==> src/rtl/ram_arbiter_pkg.sv <==
`default_nettype none
// =====================================================================
// Module   : cpu_pkg
// Purpose  : shared encodings and default widths for the RAM arbiter
// Revision : 1.0
// =====================================================================
package cpu_pkg;

   localparam int ADDR_W_DEF = 9;
   localparam int DATA_W_DEF = 32;

   localparam logic REQ_CPU = 1'b0;
   localparam logic REQ_DMA = 1'b1;

   typedef enum logic [1:0] {
      ST_IDLE   = 2'd0,
      ST_ACCESS = 2'd1,
      ST_DONE   = 2'd2
   } state_t;

endpackage
`default_nettype wire

==> src/rtl/ram_arbiter_if.sv <==
`default_nettype none
// =====================================================================
// Module   : ram_arbiter_if
// Purpose  : CPU, DMA and RAM-side signals of the RAM arbiter
// Revision : 1.0
// =====================================================================
interface ram_arbiter_if #(
   parameter int ADDR_W = cpu_pkg::ADDR_W_DEF,
   parameter int DATA_W = cpu_pkg::DATA_W_DEF
);

   logic              cpu_req;
   logic              cpu_we;
   logic [ADDR_W-1:0] cpu_addr;
   logic [DATA_W-1:0] cpu_wdata;
   logic              cpu_ack;
   logic [DATA_W-1:0] cpu_rdata;

   logic              dma_req;
   logic              dma_we;
   logic [ADDR_W-1:0] dma_addr;
   logic [DATA_W-1:0] dma_wdata;
   logic              dma_ack;
   logic [DATA_W-1:0] dma_rdata;

   logic [ADDR_W-1:0] ram_addr;
   logic [DATA_W-1:0] ram_wdata;
   logic              ram_we;
   logic [DATA_W-1:0] ram_rdata;

   logic              busy;
   logic              owner;

   // Arbiter view
   modport slave (
      input  cpu_req, cpu_we, cpu_addr, cpu_wdata,
      input  dma_req, dma_we, dma_addr, dma_wdata,
      input  ram_rdata,
      output cpu_ack, cpu_rdata, dma_ack, dma_rdata,
      output ram_addr, ram_wdata, ram_we, busy, owner
   );

   // Requester / RAM view
   modport master (
      output cpu_req, cpu_we, cpu_addr, cpu_wdata,
      output dma_req, dma_we, dma_addr, dma_wdata,
      output ram_rdata,
      input  cpu_ack, cpu_rdata, dma_ack, dma_rdata,
      input  ram_addr, ram_wdata, ram_we, busy, owner
   );

endinterface
`default_nettype wire

==> src/rtl/ram_arbiter_rr_pick2.sv <==
`default_nettype none
// =====================================================================
// Module   : rr_pick2
// Purpose  : combinational 2-way round-robin picker
// Revision : 1.0
// =====================================================================
module rr_pick2
   import cpu_pkg::*;
(
   input  wire logic [1:0] req_i,
   input  wire logic       last_i,
   output logic            valid_o,
   output logic            id_o
);

   // A tie goes to whichever requester was not granted last
   always_comb begin
      valid_o = |req_i;
      id_o    = REQ_CPU;
      if (req_i == 2'b11) begin
         id_o = ~last_i;
      end else if (req_i[1]) begin
         id_o = REQ_DMA;
      end
   end

endmodule
`default_nettype wire

==> src/rtl/ram_arbiter.sv <==
`default_nettype none
// =====================================================================
// Module   : ram_arbiter
// Purpose  : shares a single-port RAM between CPU and DMA, one access at a time
// Revision : 1.0
// =====================================================================
module ram_arbiter
   import cpu_pkg::*;
#(
   parameter int ADDR_W = ADDR_W_DEF,
   parameter int DATA_W = DATA_W_DEF,
   parameter int RD_LAT = 1
) (
   input wire logic     clk,
   input wire logic     rst,
   ram_arbiter_if.slave bus
);

   localparam int              LAT_W    = (RD_LAT > 1) ? $clog2(RD_LAT) : 1;
   localparam logic [LAT_W-1:0] LAT_LOAD = LAT_W'(RD_LAT - 1);

   state_t              state_q, state_d;
   logic                owner_q, owner_d;
   logic                last_q, last_d;
   logic                we_q, we_d;
   logic [ADDR_W-1:0]   addr_q, addr_d;
   logic [DATA_W-1:0]   wdata_q, wdata_d;
   logic [LAT_W-1:0]    lat_cnt_q, lat_cnt_d;
   logic [DATA_W-1:0]   cpu_rdata_q, cpu_rdata_d;
   logic [DATA_W-1:0]   dma_rdata_q, dma_rdata_d;

   logic                pick_valid;
   logic                pick_id;

   rr_pick2 u_pick (
      .req_i   ({bus.dma_req, bus.cpu_req}),
      .last_i  (last_q),
      .valid_o (pick_valid),
      .id_o    (pick_id)
   );

   always_ff @(posedge clk or posedge rst) begin
      if (rst) begin
         state_q     <= ST_IDLE;
         owner_q     <= REQ_CPU;
         last_q      <= REQ_DMA;
         we_q        <= 1'b0;
         addr_q      <= '0;
         wdata_q     <= '0;
         lat_cnt_q   <= '0;
         cpu_rdata_q <= '0;
         dma_rdata_q <= '0;
      end else begin
         state_q     <= state_d;
         owner_q     <= owner_d;
         last_q      <= last_d;
         we_q        <= we_d;
         addr_q      <= addr_d;
         wdata_q     <= wdata_d;
         lat_cnt_q   <= lat_cnt_d;
         cpu_rdata_q <= cpu_rdata_d;
         dma_rdata_q <= dma_rdata_d;
      end
   end

   always_comb begin
      state_d     = state_q;
      owner_d     = owner_q;
      last_d      = last_q;
      we_d        = we_q;
      addr_d      = addr_q;
      wdata_d     = wdata_q;
      lat_cnt_d   = lat_cnt_q;
      cpu_rdata_d = cpu_rdata_q;
      dma_rdata_d = dma_rdata_q;

      case (state_q)
         ST_IDLE: begin
            if (pick_valid) begin
               owner_d   = pick_id;
               last_d    = pick_id;
               lat_cnt_d = LAT_LOAD;
               state_d   = ST_ACCESS;
               if (pick_id == REQ_DMA) begin
                  we_d    = bus.dma_we;
                  addr_d  = bus.dma_addr;
                  wdata_d = bus.dma_wdata;
               end else begin
                  we_d    = bus.cpu_we;
                  addr_d  = bus.cpu_addr;
                  wdata_d = bus.cpu_wdata;
               end
            end
         end

         // Writes take one cycle; reads wait out the RAM latency and
         // capture on the last ACCESS edge.
         ST_ACCESS: begin
            if (we_q) begin
               state_d = ST_DONE;
            end else if (lat_cnt_q == '0) begin
               state_d = ST_DONE;
               if (owner_q == REQ_DMA) begin
                  dma_rdata_d = bus.ram_rdata;
               end else begin
                  cpu_rdata_d = bus.ram_rdata;
               end
            end else begin
               lat_cnt_d = lat_cnt_q - LAT_W'(1);
            end
         end

         ST_DONE: begin
            state_d = ST_IDLE;
         end

         default: begin
            state_d = ST_IDLE;
         end
      endcase
   end

   assign bus.ram_addr  = addr_q;
   assign bus.ram_wdata = wdata_q;
   assign bus.ram_we    = (state_q == ST_ACCESS) && we_q;
   assign bus.busy      = (state_q != ST_IDLE);
   assign bus.owner     = owner_q;
   assign bus.cpu_ack   = (state_q == ST_DONE) && (owner_q == REQ_CPU);
   assign bus.dma_ack   = (state_q == ST_DONE) && (owner_q == REQ_DMA);
   assign bus.cpu_rdata = cpu_rdata_q;
   assign bus.dma_rdata = dma_rdata_q;

   a_ack_exclusive : assert property (@(posedge clk) disable iff (rst)
      !(bus.cpu_ack && bus.dma_ack));

   a_we_single : assert property (@(posedge clk) disable iff (rst)
      bus.ram_we |=> !bus.ram_we);

endmodule
`default_nettype wire

==> src/flat_wrapper.sv <==
// flat-port wrapper written by rule: the top's interface ports become plain ports
module ram_arbiter_flat import cpu_pkg::*;
#(
   parameter int ADDR_W = ADDR_W_DEF,
   parameter int DATA_W = DATA_W_DEF,
   parameter int RD_LAT = 1
)
  (clk, rst, bus_cpu_req, bus_cpu_we, bus_cpu_addr, bus_cpu_wdata, bus_dma_req, bus_dma_we, bus_dma_addr, bus_dma_wdata, bus_ram_rdata, bus_cpu_ack, bus_cpu_rdata, bus_dma_ack, bus_dma_rdata, bus_ram_addr, bus_ram_wdata, bus_ram_we, bus_busy, bus_owner);
  ram_arbiter_if #(.ADDR_W(ADDR_W), .DATA_W(DATA_W)) bus_i ();
  input wire logic clk;
  input wire logic rst;
  input wire logic [$bits(bus_i.cpu_req)-1:0] bus_cpu_req;
  input wire logic [$bits(bus_i.cpu_we)-1:0] bus_cpu_we;
  input wire logic [$bits(bus_i.cpu_addr)-1:0] bus_cpu_addr;
  input wire logic [$bits(bus_i.cpu_wdata)-1:0] bus_cpu_wdata;
  input wire logic [$bits(bus_i.dma_req)-1:0] bus_dma_req;
  input wire logic [$bits(bus_i.dma_we)-1:0] bus_dma_we;
  input wire logic [$bits(bus_i.dma_addr)-1:0] bus_dma_addr;
  input wire logic [$bits(bus_i.dma_wdata)-1:0] bus_dma_wdata;
  input wire logic [$bits(bus_i.ram_rdata)-1:0] bus_ram_rdata;
  output wire logic [$bits(bus_i.cpu_ack)-1:0] bus_cpu_ack;
  output wire logic [$bits(bus_i.cpu_rdata)-1:0] bus_cpu_rdata;
  output wire logic [$bits(bus_i.dma_ack)-1:0] bus_dma_ack;
  output wire logic [$bits(bus_i.dma_rdata)-1:0] bus_dma_rdata;
  output wire logic [$bits(bus_i.ram_addr)-1:0] bus_ram_addr;
  output wire logic [$bits(bus_i.ram_wdata)-1:0] bus_ram_wdata;
  output wire logic [$bits(bus_i.ram_we)-1:0] bus_ram_we;
  output wire logic [$bits(bus_i.busy)-1:0] bus_busy;
  output wire logic [$bits(bus_i.owner)-1:0] bus_owner;
  assign bus_i.cpu_req = bus_cpu_req;
  assign bus_i.cpu_we = bus_cpu_we;
  assign bus_i.cpu_addr = bus_cpu_addr;
  assign bus_i.cpu_wdata = bus_cpu_wdata;
  assign bus_i.dma_req = bus_dma_req;
  assign bus_i.dma_we = bus_dma_we;
  assign bus_i.dma_addr = bus_dma_addr;
  assign bus_i.dma_wdata = bus_dma_wdata;
  assign bus_i.ram_rdata = bus_ram_rdata;
  assign bus_cpu_ack = bus_i.cpu_ack;
  assign bus_cpu_rdata = bus_i.cpu_rdata;
  assign bus_dma_ack = bus_i.dma_ack;
  assign bus_dma_rdata = bus_i.dma_rdata;
  assign bus_ram_addr = bus_i.ram_addr;
  assign bus_ram_wdata = bus_i.ram_wdata;
  assign bus_ram_we = bus_i.ram_we;
  assign bus_busy = bus_i.busy;
  assign bus_owner = bus_i.owner;
  ram_arbiter #(.ADDR_W(ADDR_W), .DATA_W(DATA_W), .RD_LAT(RD_LAT)) u_core (.clk(clk), .rst(rst), .bus(bus_i));
endmodule
==> config.mk <==
export PLATFORM = sky130hd
export DESIGN_NAME = ram_arbiter_flat
export DESIGN_NICKNAME = d
export VERILOG_FILES = /design/src/rtl/ram_arbiter_pkg.sv /design/src/rtl/ram_arbiter_if.sv /design/src/rtl/ram_arbiter_rr_pick2.sv /design/src/rtl/ram_arbiter.sv /design/src/flat_wrapper.sv
export SDC_FILE = /design/constraint.sdc
export NUM_CORES = 1
export LEC_CHECK = 0
export ABC_CLOCK_PERIOD_IN_PS = 7850
export CAP_MARGIN = 25
export CORE_MARGIN = 1.5
export CORE_UTILIZATION = 41
export DETAILED_ROUTE_END_ITERATION = 12
export DONT_BUFFER_PORTS = 1
export HOLD_SLACK_MARGIN = 0.05
export PLACE_DENSITY = 0.59
export SETUP_SLACK_MARGIN = 0.3
export SYNTH_ARGS = -nofsm -noshare
export SYNTH_HDL_FRONTEND = slang
export SYNTH_HIERARCHICAL = 1
export SYNTH_SLANG_ARGS = --single-unit
==> constraint.sdc <==
create_clock -name clk -period 7.85 [get_ports clk]
set_input_delay 0.3925 -clock clk [delete_from_list [all_inputs] [get_ports clk]]
set_output_delay 0.3925 -clock clk [all_outputs]
set_load 0.1 [all_outputs]
# Word-level counts from Yosys, hierarchy flattened
# Index checks and enable logic that the tools add are counted.
# classes
mux,13
n_bitwise,4
reduce_logical,12
n_eq_ne,6
n_addsub,1
# ops
op,count
$mux W32,1
$mux W9,1
$reduce_and A4 Y1,2
$mux W1,6
$mux W2,3
$eq A2 B2 Y1 const B,2
$not A1 Y1,4
$pmux W2 S2,1
$reduce_and A2 Y1,2
$reduce_bool A2 Y1,2
$logic_and A1 B1 Y1,3
$ne A3 B2 Y1 const B,1
$reduce_and A3 Y1,1
$eq A2 B1 Y1 const B,1
$logic_not A2 Y1,1
$ne A2 B1 Y1 const B,1
$ne A2 B2 Y1 const B,1
$pmux W1 S2,1
$reduce_or A2 Y1,1
$sub A1 B1 Y1 const B,1
# word_totals
word_cells,45
register_bits,111
output_inout_bits,110
inputBits,120

# Logic depth before layout (Yosys ltp)
# Gate-level depths: netlist (run 1).
# depth
depth_word,4
mapped_depth,5
depth_no_buf,3

# Modules after synthesis
# The synthesis (run 1) kept the hierarchy.
# modules_own_cells
mod,seq_area_each_um2,instances,cells_per_inst,area_each_um2
ram_arbiter,2753.9,1,286,4698.3
rr_pick2,0.0,1,2,13.8

# Least setup slack after synthesis (run 1)
# No wires, ideal clock.
# synth_timing
path_type,register to output
startpoint,"register u_core.owner_q, in the netlist u_core/bus.owner"
endpoint,output bus_cpu_ack
path_stages_with_launch,2
n_path_buf,0
t_arrival_ns,3.157
path_slack_ns,4.300
required_ns,7.457
cell_sequence,dfrtp_1 > nor3b_1
# synth_via
elab_chain_len,2
# synth_rtl
item,line_no,source
start: declaration,ram_arbiter.sv:23,"logic owner_q, owner_d;"
start signal: assignment,ram_arbiter.sv:55,owner_q <= owner_d;
$not A1 Y1 (no line),-,
$logic_and A1 B1 Y1,ram_arbiter.sv:128,assign bus.cpu_ack = (state_q == ST_DONE) && (owner_q == REQ_CPU);
end: declaration,flat_wrapper.sv:21,output wire logic [$bits(bus_i.cpu_ack)-1:0] bus_cpu_ack;
# Every way passes these cells.

# Worst setup path in the final report (run 1)
# layout_timing
startpoint,register u_core.state_q[0]
endpoint,"register u_core.wdata_q[8], in the netlist u_core/bus.ram_wdata[8]"
# layout_via
elab_chain_len,2
# layout_rtl
item,line_no,source
start: declaration,ram_arbiter.sv:22,"state_t state_q, state_d;"
start signal: assignment,ram_arbiter.sv:54,state_q <= state_d;
$logic_not A2 Y1,ram_arbiter.sv:77,case (state_q)
$reduce_and A2 Y1 (no line),-,
end signal: assignment,ram_arbiter.sv:59,wdata_q <= wdata_d;
end: declaration,ram_arbiter.sv:27,"logic [DATA_W-1:0] wdata_q, wdata_d;"
# Every way passes these cells.
# A chain may end at the register's enable or synchronous reset.

==> results of run 1 <==
## per-layer routing
metal	wire, µm	up-vias	share of wire [%]
li1	-	1028	-
met1	3160	1167	37
met2	4440	114	51
met3	840	12	9.7
met4	184	0	2.1
met5	0	-	0
## cell families (layout without fill, tap and decap cells)
logic type	Yosys count	count (layout)	synth area share, %
AND/OR/NAND/NOR	9	9	1.89
multiplexers	150	150	36.4
AO/OA/AOI/OAI	1	1	0.159
flip-flops	110	110	58.4
buffers and inverters	18	24	3.11
## worst paths after layout
kind / end / slack [ps] / cells past startpoint
max: u_core/bus.ram_wdata[8] / 5470 / 3
min: u_core/bus.cpu_rdata[25] / 180 / 1
max reg2reg: u_core/bus.ram_wdata[8] / 5470 / 3
min reg2reg: u_core/we_q / 620 / 1
max in group asynchronous: u_core/bus.dma_rdata[4] / 6020 / 3
min in group asynchronous: u_core/bus.owner / 560 / 2
## critical path: cells and delay by family, from the launching register on
family,cells,cell delay (ps)
buf+inv,1,510
flops,1,470
mux,1,390
simple gates,1,880
## cell usage in the layout, fill, tap and decap left out
cell / count
mux2_1: 2
buf_16: 1
a21boi_4: 1
dfstp_2: 1
clkbuf_16: 10
and2_1: 1
and4bb_2: 1
dfrtp_1: 109
or2_1: 1
nor4b_4: 1
mux2_4: 7
and2b_2: 1
clkbuf_8: 1
clkinvlp_4: 3
inv_4: 1
nor3b_2: 2
dlygate4sd3_1: 1
mux2_2: 141
inv_6: 2
or2_2: 1
buf_4: 4
inv_8: 1
and3b_2: 1
## timing repair
item | 4_1_cts | 5_1_grt
hold buffers | 1 | 0
buffers inserted | 0 | 0
hold endpoints to repair | 40 | 0
## metrics by stage
| stage | hold slack (ps) | util [%] | instance area, µm² | instances | worst slack (ps) |
|---|---|---|---|---|---|
| after detailed placement | 352 | 43.7 | 4820 | 416 | 5170 |
| after global routing | 157 | 46.7 | 5150 | 434 | 5330 |
| after floorplan | 527 | - | 4710 | 288 | 4300 |
| after CTS | 159 | 46.4 | 5120 | 433 | 5160 |
| after global placement | 354 | 43.7 | 4820 | 416 | 5260 |
| final | 179 | 46.7 | 5150 | 434 | 5470 |
## state kept, by name (all words and copies together), names as in the netlist
register              cells
u_core/bus.ram_addr       9
u_core/state_q            2
u_core/bus.cpu_rdata     32
u_core/bus.owner          1
u_core/bus.dma_rdata     32
u_core/we_q               1
u_core/bus.ram_wdata     32
u_core/last_q             1
## cell type report
cell class	count	area (µm²)
clock buffers	10	239
clock inverters	6	51.3
fillers	980	5880
inverters	1	6.26
multi-input cells	160	1830
flip-flops and latches	110	2750
well taps	140	175
repair buffers	7	92.6
==> impl_metrics.csv, run 1 <==
group,metric,value,unit
setup_path,worstSetupStartpoint,"u_core/state_q[0]",
min_path,min_from,"bus_ram_rdata[25]",
global_routing,use_met2,23.6,%
clock_tree,clk_latency,350,ps
synth,synth_top_area_cell,"dfrtp_1",
timing,finalSetupViolations,0,
drt,vias,2321,
drt,drt_iter0_drc,87,
synth,ys_warn_count,6,
clock_tree,tritoncts,"done",
drt,dr.pass1.iters,4,
global_routing,antenna_found_initial,0,
setup_path,arrival,2620,ps
synth,synth_async_sr_flop_share,100,%
timing,rsz0062_at_grt,"no",
synth,synthMostInstantiatedCell,"mux2_2",
global_routing,grt_util_met3,5.76,%
setup_path,crit_type,"flop to flop",
setup_path,reg2reg_from,"u_core/state_q[0]",
final_layout,final_nets,409,
synth,synth.area.top_cells,"dfrtp_1, mux2_2, mux2_4, buf_6, buf_2",
drt,drt_wl_total,8.63,mm
floorplanning,die_w,110,µm
synth,synthCells,288,
synth,yosys_most_used_dff,"dfrtp_1",
floorplanning,boundaryPins,230,
synth,syn_nets,408,
timing,max-slew-margin-rel,30.4,%
clock_tree,clock_tree.root_cell,"clkbuf_16",
final_layout,area_delta_synth_final,9.32,%
drt,routed_via_density,5.35,
synth,synth_edf_count,0,
drt,wire_per_inst,19.9,µm
setup_path,crit_path_end_kind,"flop",
timing,finalCriticalPeriod,2380,ps
timing,period_share,30.4,%
run_status,status,"complete, no violations",
timing,report.final.slew_viol_count,0,
synth,syn_avg_cell_area,16.4,µm²
final_layout,num_antenna_cells,0,
clock_tree,cts-htree-levels,3,
floorplanning,die_area,12100,µm²
timing,skew,11.6,ps
synth,ys_types,19,
global_routing,grt_pass1_wl,12.5,mm
synth,syn_area,4710,µm²
setup_path,crit_slowest_cell,"nor3b_2",
timing,fin_setup_tns,0,ps
synth,ys_seq_area_share,58.4,%
timing,hold_viol,0,
floorplanning,start_util,42.7,%
drt,ant_nets,0,
global_routing,grt_use_total,14.2,%
clock_tree,cts.sinks,110,
setup_path,crit_required,8080,ps
setup_path,startpoint_type,"flop",
synth,synth_top_area_share,57.9,%
global_routing,first_global_vias,2360,
timing,clock.fmax,419,MHz
placement,place.gp.congestion,0.652,
clock_tree,cts-resized-gates,0,
clock_tree,path_clk_slew,70,ps
placement,io_buffers,0,
floorplanning,core-area,11000,µm²
clock_tree,clk_path_buf_depth,2,
timing,tightestPinTransition,1040,ps
final_layout,final_layout_size_suffix_gt1_share,61.2,%
floorplanning,die_y,110,µm
setup_path,max_stage_delay,880,ps
synth,synth_commonest_cells,"mux2_2, dfrtp_1, mux2_4",
min_path,hp-class,"primary input to flop",
global_routing,grt_remaining_overflow,0,
flow_run,max_cap_violations,0,
drt,drcViolationCount,0,
floorplanning,num_rows,38,
placement,hpwl,6.11,mm
global_routing,use_met1,15.5,%
clock_tree,cts_buffers,9,
setup_path,worstPathMaxFanout,32,
synth,ys_ff_latch,110,
setup_path,path_cells,"nor3b_2 -> buf_4 -> mux2_2",
global_routing,grt.busiest_layer,"met2",
global_routing,grt_max_degree,70,
Power of run 1 is left out: the tool's default activity adds up to more than one toggle a clock period on the data nets, which glitch-free logic cannot reach.
==> run 2, diff against run 1 <==
ABC_CLOCK_PERIOD_IN_PS = 2000   (was 7850)
PLACE_DENSITY = 0.61   (was 0.59)
clock period = 2 ns   (was 7.85 ns; I/O delays follow)
==> run 2 against run 1 <==
Area after synthesis did not move. Synthesized cell count stayed put. The flow now stops in clock tree synthesis (4_1_cts).
==> impl_metrics.csv, run 2 <==
group,metric,value,unit
synth,syn_area,4710,µm²
clock_tree,cts_setup_buffers,0,
floorplanning,num_rows,38,
floorplanning,start_util,42.7,%
synth,ys_ff_latch,110,
floorplanning,die_y,110,µm
synth,synth_top_area_cell,"dfrtp_1",
synth,synth_edf_count,0,
clock_tree,cts.sinks,110,
clock_tree,cts-htree-levels,3,
clock_tree,clock_tree.root_cell,"clkbuf_16",
placement,io_buffers,0,
synth,synth_async_sr_flop_share,100,%
synth,synthCells,288,
synth,synth_top_area_share,57.9,%
clock_tree,clk_path_buf_depth,2,
synth,synth_commonest_cells,"mux2_2, dfrtp_1, mux2_4",
clock_tree,cts_buffers,9,
floorplanning,boundaryPins,230,
placement,hpwl,7.02,mm
floorplanning,die_w,110,µm
run_status,flow.stopped_at,"clock tree synthesis (4_1_cts)",
synth,synthMostInstantiatedCell,"mux2_2",
synth,ys_types,19,
synth,syn_nets,408,
synth,ys_seq_area_share,58.4,%
synth,yosys_most_used_dff,"dfrtp_1",
synth,syn_avg_cell_area,16.4,µm²
clock_tree,holdBufCountCts,109,
placement,pre_cts_ws,405,ps
run_status,status,"did not finish",
synth,ys_warn_count,6,
run_status,error,"[ERROR RSZ-0060] Max buffer count reached.",
synth,synth.area.top_cells,"dfrtp_1, mux2_2, mux2_4, buf_6, buf_2",
clock_tree,cts-resized-gates,1,
placement,place.gp.congestion,0.645,
## run 2: stage by stage
stage | utilization (%) | setup TNS [ps] | std cells | instance area, µm² | hold WS, ps
after global placement | 52.1 | 0 | 526 | 5750 | 216
after detailed placement | 52.1 | 0 | 526 | 5750 | 220
after floorplan | - | -4.75 | 288 | 4790 | 235
## run 2: kinds of logic after synthesis
family          after synthesis  share of synthesized area [%]
mux                         150                           36.4
flops                       110                           58.4
buf+inv                      18                           3.11
simple gates                  9                           1.89
compound gates                1                          0.159
==> run 3, diff against run 2 <==
ABC_CLOCK_PERIOD_IN_PS = 2600   (was 2000)
CORE_UTILIZATION = 26   (was 41)
HOLD_SLACK_MARGIN = unset   (was 0.05)
PLACE_DENSITY = unset   (was 0.61)
PLACE_DENSITY_LB_ADDON = 0.15   (was unset)
SETUP_SLACK_MARGIN = unset   (was 0.3)
clock period = 2.6 ns   (was 2 ns; I/O delays follow)
==> run 3 against run 2 <==
The run now ends clean.
==> impl_metrics.csv, run 3 (same netlist as run 1, synthesis figures left out) <==
group,metric,value,unit
timing,report.final.slew_viol_count,0,
clock_tree,cts-htree-levels,3,
setup_path,worst-path-stages,4,
floorplanning,num_rows,49,
floorplanning,die_w,138,µm
setup_path,critPathMostFrequentCell,"mux2_2",
setup_path,cpLargestDelayFamily,"multiplexers",
global_routing,grt_max_degree,49,
global_routing,grt_remaining_overflow,0,
timing,max-slew-margin-rel,38.0,%
final_layout,final_util,31.5,%
timing,finalCriticalPeriod,1810,ps
run_status,status,"complete, no violations",
clock_tree,clock_tree.root_cell,"clkbuf_16",
clock_tree,clk_path_buf_depth,2,
drt,drt_wl_total,10.1,mm
timing,rsz0062_at_grt,"no",
setup_path,arrival,2050,ps
clock_tree,cts.sinks,110,
setup_path,crit_buf_inv,1,
placement,io_buffers,0,
setup_path,worstPathMaxFanout,44,
timing,finalSetupViolations,0,
final_layout,num_antenna_cells,0,
clock_tree,tritoncts,"done",
timing,fin_setup_tns,0,ps
placement,place.gp.congestion,0.670,
timing,tightestPinTransition,930,ps
global_routing,grt_pass1_wl,15.1,mm
min_path,holdPathStages,2,
setup_path,crit_path_end_kind,"flop",
final_layout,mostFrequentLayoutCell,"mux2_2",
setup_path,crit_type,"flop to flop",
drt,drt_iter0_drc,86,
floorplanning,die_y,138,µm
floorplanning,boundaryPins,230,
global_routing,first_global_vias,2708,
placement,hpwl,7.14,mm
drt,wire_per_inst,18.0,µm
floorplanning,start_util,26.4,%
drt,topRoutingLayerUsed,"met4",
final_layout,layout_common_cells,"mux2_2, dfrtp_1, dlygate4sd3_1",
timing,clock.fmax,554,MHz
final_layout,stdcell_area,5620,µm²
clock_tree,cts_buffers,9,
clock_tree,clk_latency,360,ps
floorplanning,core-area,17800,µm²
global_routing,antenna_found_initial,0,
setup_path,path_cells,"a21boi_4 -> buf_4 -> mux2_2 -> mux2_2",
global_routing,grt_use_total,10.8,%
drt,drt-met1-wl,3.79,mm
setup_path,max_stage_delay,480,ps
timing,hold_slack,48.5,ps
timing,skew,8.15,ps
drt,ant_nets,0,
final_layout,area_delta_synth_final,19.4,%
setup_path,crit_slowest_cell,"buf_4",
setup_path,rr_worst_depth,4,
clock_tree,path_clk_slew,80,ps
min_path,hp-class,"primary input to flop",
drt,dr_wl_met3,698,µm
timing,hold_viol,0,
drt,dr.pass1.iters,3,
final_layout,final_nets,447,
final_layout,num-fill-cells,1742,
drt,dr_wl_met2,5.41,mm
setup_path,crit_required,2840,ps
drt,drcViolationCount,0,
drt,vias,2500,
final_layout,final_layout_size_suffix_gt1_share,56.0,%
placement,place_area,4990,µm²
timing,period_share,69.5,%
drt,routed_via_density,4.46,
floorplanning,die_area,18900,µm²
setup_path,startpoint_type,"flop",
clock_tree,cts-resized-gates,0,
flow_run,max_cap_violations,0,
-- run 3: final timing paths --
| path | to | slack, ps | from |
|---|---|---|---|
| worst max-delay path | u_core/bus.ram_wdata[2] | 790 | u_core/last_q |
| worst min-delay path | u_core/bus.ram_wdata[17] | 50 | bus_cpu_wdata[17] |
| worst max register to register | u_core/bus.ram_wdata[2] | 790 | u_core/last_q |
| worst min register to register | u_core/we_q | 630 | u_core/we_q |
| max in group asynchronous | u_core/bus.ram_addr[0] | 1430 | rst |
| min in group asynchronous | u_core/bus.ram_addr[7] | 390 | rst |
-- run 3: layout make-up --
class | count | area, µm² | share of cell area (%)
Clock buffer | 9 | 225 | 4.00
Clock inverter | 7 | 78.8 | 1.40
Inverter | 1 | 7.51 | 0.133
Multi-Input combinational cell | 160 | 1840 | 32.7
Sequential cell | 110 | 2750 | 49.0
Tap cell | 229 | 287 | 5.09
Timing Repair Buffer | 45 | 433 | 7.70
-- run 3: worst reg2reg max path: cells and delay by family (launching register included) --
kind / cells / cell delay, ps
mux: 2 / 690
buf+inv: 1 / 480
flops: 1 / 390
compound gates: 1 / 140
-- run 3: stage by stage --
| step | worst slack [ps] | std cells |
|---|---|---|
| 2_1_floorplan | 320 | 288 |
| 3_3_place_gp | 807 | 512 |
| 3_5_place_dp | 775 | 512 |
| 4_1_cts | 759 | 561 |
| 5_1_grt | 684 | 561 |
| 6_report | 794 | 561 |
-- run 3: routing by layer --
metal,vias to the layer above,track usage (%)
li1,1117,-
met4,0,4.50
met3,10,4.05
met5,-,0
met1,1273,11.9
met2,100,18.6
-- run 3: repair_timing --
item	in CTS	in global routing
setup buffers	0	0
hold buffers	33	0
hold endpoints to repair	95	0
Power of run 3 is left out for the same reason.
